$ cat src/rtl/bec_pkg.sv
// bec_pkg: shared widths, event record and encoder helpers (ts field under BEC_DEC_TIMESTAMP_EN)
package bec_pkg;
  localparam int CMD_W = 39;
  localparam int OP_W = 6;
  localparam int END_BIT = 33;
  localparam int BEC_TS_W = 16;
  typedef struct packed {
    logic [OP_W-1:0] op;
    logic [OP_W-1:0] cnt;
    logic eos;
`ifdef BEC_DEC_TIMESTAMP_EN
    logic [BEC_TS_W-1:0] ts;
`endif
  } bec_ev_t;
  function automatic logic [OP_W-1:0] bec_lowest_idx(input logic [CMD_W-1:0] w);
    logic [OP_W-1:0] r;
    r = '0;
    for (int i = CMD_W - 1; i >= 0; i--) if (w[i]) r = OP_W'(i + 1);
    return r;
  endfunction
  function automatic logic [OP_W-1:0] bec_popcnt(input logic [CMD_W-1:0] w);
    logic [OP_W-1:0] r;
    r = '0;
    for (int i = 0; i < CMD_W; i++) r = r + OP_W'(w[i]);
    return r;
  endfunction
endpackage

$ cat src/rtl/bec_cmd_decoder_if.sv
// bec_cmd_decoder_if: command input and event output bundle (ev_ts_o under BEC_DEC_TIMESTAMP_EN)
interface bec_cmd_decoder_if import bec_pkg::*; #(
  parameter int DEPTH = 8
`ifdef BEC_DEC_TIMESTAMP_EN
  , parameter int TS_W = 16
`endif
);
  logic [CMD_W-1:0] cmd_i;
  logic cmd_en_i;
  logic ev_valid_o;
  logic ev_ready_i;
  logic [OP_W-1:0] ev_op_o;
  logic [OP_W-1:0] ev_cnt_o;
  logic ev_end_o;
`ifdef BEC_DEC_TIMESTAMP_EN
  logic [TS_W-1:0] ev_ts_o;
`endif
  logic [$clog2(DEPTH):0] level_o;
  logic [7:0] ovf_cnt_o;
  logic [7:0] seq_cnt_o;
  modport slave (
    input cmd_i, cmd_en_i, ev_ready_i,
`ifdef BEC_DEC_TIMESTAMP_EN
    output ev_ts_o,
`endif
    output ev_valid_o, ev_op_o, ev_cnt_o, ev_end_o, level_o, ovf_cnt_o, seq_cnt_o
  );
  modport master (
    output cmd_i, cmd_en_i, ev_ready_i,
`ifdef BEC_DEC_TIMESTAMP_EN
    input ev_ts_o,
`endif
    input ev_valid_o, ev_op_o, ev_cnt_o, ev_end_o, level_o, ovf_cnt_o, seq_cnt_o
  );
endinterface

$ cat src/rtl/bec_evt_fifo.sv
// bec_evt_fifo: synchronous FIFO of event records with wrap-bit pointers
module bec_evt_fifo import bec_pkg::*; #(
  parameter int DEPTH = 8
) (
  input  logic clk,
  input  logic rst,
  input  logic push,
  input  logic pop,
  input  bec_ev_t din,
  output bec_ev_t dout,
  output logic full,
  output logic empty,
  output logic [$clog2(DEPTH):0] level
);
  localparam int AW = $clog2(DEPTH);
  localparam logic [AW:0] ONE = 1;
  bec_ev_t mem [DEPTH];
  logic [AW:0] wp, rp;
  logic wr, rd;
  assign rd = pop && !empty;
  assign wr = push && (!full || rd);
  assign empty = wp == rp;
  assign full = (wp[AW] != rp[AW]) && (wp[AW-1:0] == rp[AW-1:0]);
  assign level = wp - rp;
  assign dout = mem[rp[AW-1:0]];
  // pointer advance; reset discards held entries
  always_ff @(posedge clk or negedge rst)
    if (!rst) begin
      wp <= '0;
      rp <= '0;
    end else begin
      if (wr) wp <= wp + ONE;
      if (rd) rp <= rp + ONE;
    end
  // storage write; a full-with-pop write reuses the slot being read out
  always_ff @(posedge clk)
    if (wr) mem[wp[AW-1:0]] <= din;
endmodule

$ cat src/rtl/bec_cmd_decoder.sv
// bec_cmd_decoder: encodes bec command words into buffered events (BEC_DEC_TIMESTAMP_EN adds capture timestamps)
module bec_cmd_decoder import bec_pkg::*; #(
  parameter int DEPTH = 8
`ifdef BEC_DEC_TIMESTAMP_EN
  , parameter int TS_W = 16
`endif
) (
  input logic clk,
  input logic rst,
  bec_cmd_decoder_if.slave bus
);
  logic sample, pop, push, drop, full, empty;
  logic [7:0] ovf, seq;
  bec_ev_t din, dout;
`ifdef BEC_DEC_TIMESTAMP_EN
  logic [TS_W-1:0] ts;
`endif
  assign sample = bus.cmd_en_i && |bus.cmd_i;
  assign pop = !empty && bus.ev_ready_i;
  assign push = sample && (!full || pop);
  assign drop = sample && full && !pop;
  // encode the sampled word into an event record
  always_comb begin
    din = '0;
    din.op = bec_lowest_idx(bus.cmd_i);
    din.cnt = bec_popcnt(bus.cmd_i);
    din.eos = bus.cmd_i[END_BIT];
`ifdef BEC_DEC_TIMESTAMP_EN
    din.ts = BEC_TS_W'(ts);
`endif
  end
  bec_evt_fifo #(.DEPTH(DEPTH)) u_fifo (
    .clk(clk),
    .rst(rst),
    .push(push),
    .pop(pop),
    .din(din),
    .dout(dout),
    .full(full),
    .empty(empty),
    .level(bus.level_o)
  );
  // saturating drop count and count of written end records
  always_ff @(posedge clk or negedge rst)
    if (!rst) begin
      ovf <= '0;
      seq <= '0;
    end else begin
      if (drop && ovf != 8'hff) ovf <= ovf + 8'd1;
      if (push && din.eos) seq <= seq + 8'd1;
    end
`ifdef BEC_DEC_TIMESTAMP_EN
  // free-running capture timestamp
  always_ff @(posedge clk or negedge rst)
    if (!rst) ts <= '0;
    else ts <= ts + 1'b1;
  assign bus.ev_ts_o = empty ? '0 : TS_W'(dout.ts);
`endif
  assign bus.ev_valid_o = !empty;
  assign bus.ev_op_o = empty ? '0 : dout.op;
  assign bus.ev_cnt_o = empty ? '0 : dout.cnt;
  assign bus.ev_end_o = !empty && dout.eos;
  assign bus.ovf_cnt_o = ovf;
  assign bus.seq_cnt_o = seq;
endmodule

$ cat src/flat_wrapper.sv
// flat-port wrapper written by rule: the top's interface ports become plain ports
module bec_cmd_decoder_flat import bec_pkg::*;
#(
  parameter int DEPTH = 8

)
  (clk, rst, bus_cmd_i, bus_cmd_en_i, bus_ev_ready_i, bus_ev_valid_o, bus_ev_op_o, bus_ev_cnt_o, bus_ev_end_o, bus_level_o, bus_ovf_cnt_o, bus_seq_cnt_o);
  bec_cmd_decoder_if #(.DEPTH(DEPTH)) bus_i ();
  input logic clk;
  input logic rst;
  input wire logic [$bits(bus_i.cmd_i)-1:0] bus_cmd_i;
  input wire logic [$bits(bus_i.cmd_en_i)-1:0] bus_cmd_en_i;
  input wire logic [$bits(bus_i.ev_ready_i)-1:0] bus_ev_ready_i;
  output wire logic [$bits(bus_i.ev_valid_o)-1:0] bus_ev_valid_o;
  output wire logic [$bits(bus_i.ev_op_o)-1:0] bus_ev_op_o;
  output wire logic [$bits(bus_i.ev_cnt_o)-1:0] bus_ev_cnt_o;
  output wire logic [$bits(bus_i.ev_end_o)-1:0] bus_ev_end_o;
  output wire logic [$bits(bus_i.level_o)-1:0] bus_level_o;
  output wire logic [$bits(bus_i.ovf_cnt_o)-1:0] bus_ovf_cnt_o;
  output wire logic [$bits(bus_i.seq_cnt_o)-1:0] bus_seq_cnt_o;
  assign bus_i.cmd_i = bus_cmd_i;
  assign bus_i.cmd_en_i = bus_cmd_en_i;
  assign bus_i.ev_ready_i = bus_ev_ready_i;
  assign bus_ev_valid_o = bus_i.ev_valid_o;
  assign bus_ev_op_o = bus_i.ev_op_o;
  assign bus_ev_cnt_o = bus_i.ev_cnt_o;
  assign bus_ev_end_o = bus_i.ev_end_o;
  assign bus_level_o = bus_i.level_o;
  assign bus_ovf_cnt_o = bus_i.ovf_cnt_o;
  assign bus_seq_cnt_o = bus_i.seq_cnt_o;
  bec_cmd_decoder #(.DEPTH(DEPTH)) u_core (.clk(clk), .rst(rst), .bus(bus_i));
endmodule
$ cat config.mk
export PLATFORM = sky130hd
export DESIGN_NAME = bec_cmd_decoder_flat
export DESIGN_NICKNAME = d
export VERILOG_FILES = /design/src/rtl/bec_pkg.sv /design/src/rtl/bec_cmd_decoder_if.sv /design/src/rtl/bec_evt_fifo.sv /design/src/rtl/bec_cmd_decoder.sv /design/src/flat_wrapper.sv
export SDC_FILE = /design/constraint.sdc
export NUM_CORES = 1
export LEC_CHECK = 0
export ABC_AREA = 1
export CORE_MARGIN = 2
export CORE_UTILIZATION = 45
export CTS_CLUSTER_DIAMETER = 60
export CTS_CLUSTER_SIZE = 28
export DETAILED_ROUTE_END_ITERATION = 8
export GPL_TIMING_DRIVEN = 0
export PLACE_DENSITY = 0.7
export SLEW_MARGIN = 20
export SYNTH_ARGS = -nofsm -noshare
export SYNTH_HDL_FRONTEND = slang
export SYNTH_SLANG_ARGS = --single-unit
$ cat constraint.sdc
create_clock -name clk -period 8.1 [get_ports clk]
set_input_delay 1.215 -clock clk [delete_from_list [all_inputs] [get_ports clk]]
set_output_delay 1.215 -clock clk [all_outputs]
set_load 0.1 [all_outputs]
# [Word level (Yosys, flattened, before mapping)]
# Memory sizes are Yosys's and may differ from the RTL's.
# Index checks and enable logic that the tools add are counted.
[op_classes] n_eq_ne=4 mul=0 n_reduce_logical=17 n_bitwise=0 n_shift=0 addsub=43 order_cmp=0 div_mod_pow=0 n_mux=43
[op_table] operator="$mux W6" count=41
[op_table] operator="$add A6 B1 Y6" count=37
[op_table] operator="$reduce_or A39 Y1" count=1
[op_table] operator="$add A8 B1 Y8 const B" count=2
[op_table] operator="$logic_and A1 B1 Y1" count=11
[op_table] operator="$add A4 B1 Y4 const B" count=2
[op_table] operator="$ne A8 B8 Y1 const B" count=1
[op_table] operator="$eq A4 B4 Y1" count=1
[op_table] operator="$sub A4 B4 Y4" count=1
[op_table] operator="$eq A3 B3 Y1" count=1
[op_table] operator="$logic_not A1 Y1" count=3
[op_table] operator="$add A1 B1 Y2" count=1
[op_table] operator="$logic_or A1 B1 Y1" count=2
[op_table] operator="$mux W1" count=2
[op_table] operator="$ne A1 B1 Y1" count=1
[word_totals] in_bits=43 n_memories=1 latch_bits=0 ramBits=104 wordCells=112 out_inout_bits=34 mem_bits_ro=0 register_bits=24
[mem_list] name="u_core.u_fifo.mem" depth=8 word_bits=13 rd=1 rd_clocked_by_memory_dff=0 write_ports=1 line="bec_evt_fifo.sv:17" rtl="bec_ev_t mem [DEPTH];"

# [Depth between registers and ports, before layout]
[depth] depth_word=39 mapped_depth=39 ltp_nobuf=39

# [By module]
# From an unflattened synthesis, not the netlist that was laid out.
[unflattened] cells_unflattened=765 area_unflattened_um2=7161.9
[modules_own_cells] mod="bec_evt_fifo" cells_per_inst=437 area_each_um2=4818.4 instances=1 seq_area_each_um2=3323.2
[modules_own_cells] mod="bec_cmd_decoder" cells_per_inst=328 area_each_um2=2343.5 instances=1 seq_area_each_um2=400.4

# [Worst setup path after synthesis]
# OpenSTA, ideal clock, no wires.
[synth_timing] path_kind="in2reg" start="input port bus_cmd_i[0]" end="memory u_core.u_fifo.mem[0][5] in the netlist's numbering (data pin)" path_buffers=0 arrival_time_ps=6003 cell_stages=16 setup_ps=223 slack_ps=1874 t_required_ps=7877 cell_sequence="inv_1 ha_1 inv_1 fa_1 fa_1 fa_1 fa_1 fa_1 fa_1 fa_1 inv_1 ha_1 inv_1 fa_1 o21ai_0 xor2_1"
[synth_rtl] item="start: declaration" line="flat_wrapper.sv:11" rtl="input wire logic [$bits(bus_i.cmd_i)-1:0] bus_cmd_i;"
[synth_rtl] item="end: declaration" line="bec_evt_fifo.sv:17"

==> impl_metrics.yaml <==
status:
  status: "complete, no violations"
drt:
  first_pass_iters: 6
  drtAntennaViolNets: 0
  totalWireLength_um: 16560
  drc: 0
  wire_per_inst_um: 17.41
  vias_per_cell: 5.228
  vias: 4972
  first_iter_violations: 424
layout:
  layout.nets: 849
  drive_gt1_share_pct: 5.476
  final-seq-area_um2: 3724
  fillers: 1237
  area_growth_pct: 23.87
  multi_input_area_um2: 2629
  antenna_cells: 0
clock_network:
  cts_sinks: 128
  clk_pin_slew_ns: 0.06
  cts_htree_levels: 4
  ctsHoldBuffers: 0
  cts_buffers: 17
  post_cts_buffers: 0
  cts_resized: 0
  ctsRootBufferMaster: "clkbuf_16"
  cts_tree: "built"
  clk_path_buf_depth: 2
  clk_latency_ns: 0.41
critical_path:
  path_delay_family: "adder cells"
  cp-end-kind: "flip-flop"
  cp.required_ns: 8.20
  crit_type: "in2reg"
  critPathLaunchType: "primary input"
  crit_path_max_incr_delay_ns: 0.64
  cp_max_fo: 8
  cp_slowest_cell: "xor2_1"
  cp.arrival_ns: 7.17
  critical_path.cell_chain: "clkdlybuf4s50_1 -> inv_1 -> ha_1 -> inv_1 -> fa_1 -> fa_1 -> fa_1 -> fa_1 -> fa_1 -> fa_1 -> fa_1 -> inv_1 -> ha_1 -> inv_1 -> fa_1 -> o21ai_0 -> xor2_1"
  path_buf_inv: 5
  crit_top_cell: "fa_1"
floorplan:
  core_area_um2: 14640
  fp.dieArea_um2: 16060
  die_w_um: 126.7
  rows: 44
  initial_core_util_pct: 46.27
  die_height_um: 126.7
  ioPinCount: 77
grt:
  grt_pass1_vias: 5143
  globalRouteOverflowTotal: 0
  grt_pass1_wl_um: 26390
  grt_usage_pct: 21.50
  antenna_found_initial: 0
  grt_start_max_net_pins: 25
synth:
  syn_nets: 753
  synth.top_cell.area_share_pct: 46.09
  postSynthCellCount: 658
  synthTopCellsByCount: "nor2_1 (114), edfxtp_1 (104), inv_1 (97), nand2_1 (77), o21ai_0 (71)"
  yosysWarnings: 0
  synthArstFlopShare_pct: 18.75
  synth_edf_count: 104
  ys_seq_elements: 128
  synthTopCellsByArea: "edfxtp_1 (46%), fa_1 (9.2%), dfrtp_1 (8.9%)"
  syn_avg_cell_area_um2: 10.30
  ys_seq_area_share_pct: 54.95
  synth_area_um2: 6776
  synth.largest_area_cell: "edfxtp_1"
  netlist-cell-type-count: 28
  synthFlopType: "edfxtp_1"
  yosys.cell_count.top_type: "nor2_1"
timing:
  rsz0062_at_grt: "no"
  timing.final.crit_share_pct: 87.26
  setup_tns_ns: 0
  finalHoldViolations: 0
  drv_slew: 0
  tightest_slew_ns: 1.010
  fmax_ghz: 0.1415
  setup_viol: 0
  max_slew_margin_pct: 32.43
  post-route-min-period_ns: 7.068
  holdWs_ns: 0.4925
  finClkSkew_ns: 0.01047
place:
  place.gp.congestion: 0.9144
  port_buffers: 76
  dpl.hpwl_um: 11990
job:
  cap_violations: 0
hold_path:
  hp-class: "reg2reg"
## logic make-up after synthesis
| group | Yosys count | synth area share (%) |
|---|---|---|
| flops | 128 | 54.95 |
| xor+xnor | 23 | 2.973 |
| compound gates | 113 | 9.232 |
| fa+ha+maj | 52 | 13.04 |
| simple gates | 221 | 13.00 |
| mux | 1 | 0.1662 |
| buf+inv | 120 | 6.647 |
## state kept, by name, summed over array words and instances, names as in the netlist
name                  cells
u_core.bus.ovf_cnt_o      8
u_core.u_fifo.wp          4
u_core.bus.seq_cnt_o      8
u_core.u_fifo.mem       104
u_core.u_fifo.rp          4
## layout make-up
cell class	count	area share, %
Multi-Input combinational cell	410	31.32
Sequential cell	128	44.36
Buffer	19	0.8496
Inverter	101	4.516
Clock inverter	6	0.4770
Tap cell	184	2.743
Clock buffer	26	6.603
Timing Repair Buffer	77	9.137
## per-layer routing
| metal | part of all wire (%) | global-route usage (%) | vias to the layer above |
|---|---|---|---|
| met2 | 51 | 37.52 | 188 |
| li1 | - | - | 2382 |
| met1 | 42 | 27.55 | 2391 |
| met3 | 6.2 | 4.133 | 11 |
| met5 | 0 | 0 | - |
| met4 | 0.87 | 6.141 | 0 |
## through the flow
step | setup slack [ns] | cells | area, um2 | util (%)
6_report | 1.032 | 951 | 8394 | 57.32
3_3_place_gp | 0.8067 | 918 | 7767 | 53.04
3_5_place_dp | 0.6545 | 919 | 7799 | 53.26
5_1_grt | 0.8050 | 951 | 8394 | 57.32
2_1_floorplan | 1.874 | 658 | 6777 | -
4_1_cts | 1.049 | 951 | 8393 | 57.31
## path summary, 6_finish.rpt
check | startpoint | to | slack [ns] | cells past startpoint
hold reg to reg | u_core.bus.seq_cnt_o[6] | u_core.bus.seq_cnt_o[6] | 0.49 | 1
setup reg to reg | u_core.u_fifo.rp[1] | u_core.u_fifo.mem[1][1] | 4.20 | 9
min in group asynchronous | rst | u_core.bus.ovf_cnt_o[5] | 0.78 | 1
setup / recovery | bus_cmd_i[0] | u_core.u_fifo.mem[5][5] | 1.03 | 17
max in group asynchronous | rst | u_core.u_fifo.wp[1] | 6.96 | 1
hold / removal | u_core.bus.seq_cnt_o[6] | u_core.bus.seq_cnt_o[6] | 0.49 | 1
## layout by cell type, fill, tap and decap left out
cell | Yosys | final
a211oi_1 | 1 | 1
a21o_1 | 1 | 1
a21oi_1 | 7 | 7
a311o_1 | 1 | 1
a31oi_1 | 15 | 15
and3_1 | 2 | 2
buf_2 | 0 | 1
buf_6 | 0 | 1
clkbuf_1 | 19 | 23
clkbuf_16 | 0 | 21
clkbuf_8 | 0 | 1
clkdlybuf4s50_1 | 0 | 75
clkinv_1 | 3 | 3
clkinv_2 | 0 | 2
clkinv_4 | 0 | 2
dfrtp_1 | 24 | 24
edfxtp_1 | 104 | 104
fa_1 | 31 | 31
ha_1 | 21 | 21
inv_1 | 97 | 97
inv_2 | 1 | 1
inv_4 | 0 | 2
mux2_2 | 1 | 1
nand2_1 | 77 | 77
nand3_1 | 12 | 12
nand4_1 | 4 | 4
nor2_1 | 114 | 106
nor2_2 | 0 | 8
nor3_1 | 7 | 7
nor4_1 | 5 | 4
nor4_2 | 0 | 1
o21ai_0 | 71 | 71
o21bai_1 | 2 | 2
o22ai_1 | 13 | 13
o31ai_1 | 1 | 1
o31ai_2 | 1 | 1
xnor2_1 | 8 | 8
xor2_1 | 15 | 15
Power is not shown: default switching activity piles up to over one toggle a cycle in this logic, so the estimate is an artifact.
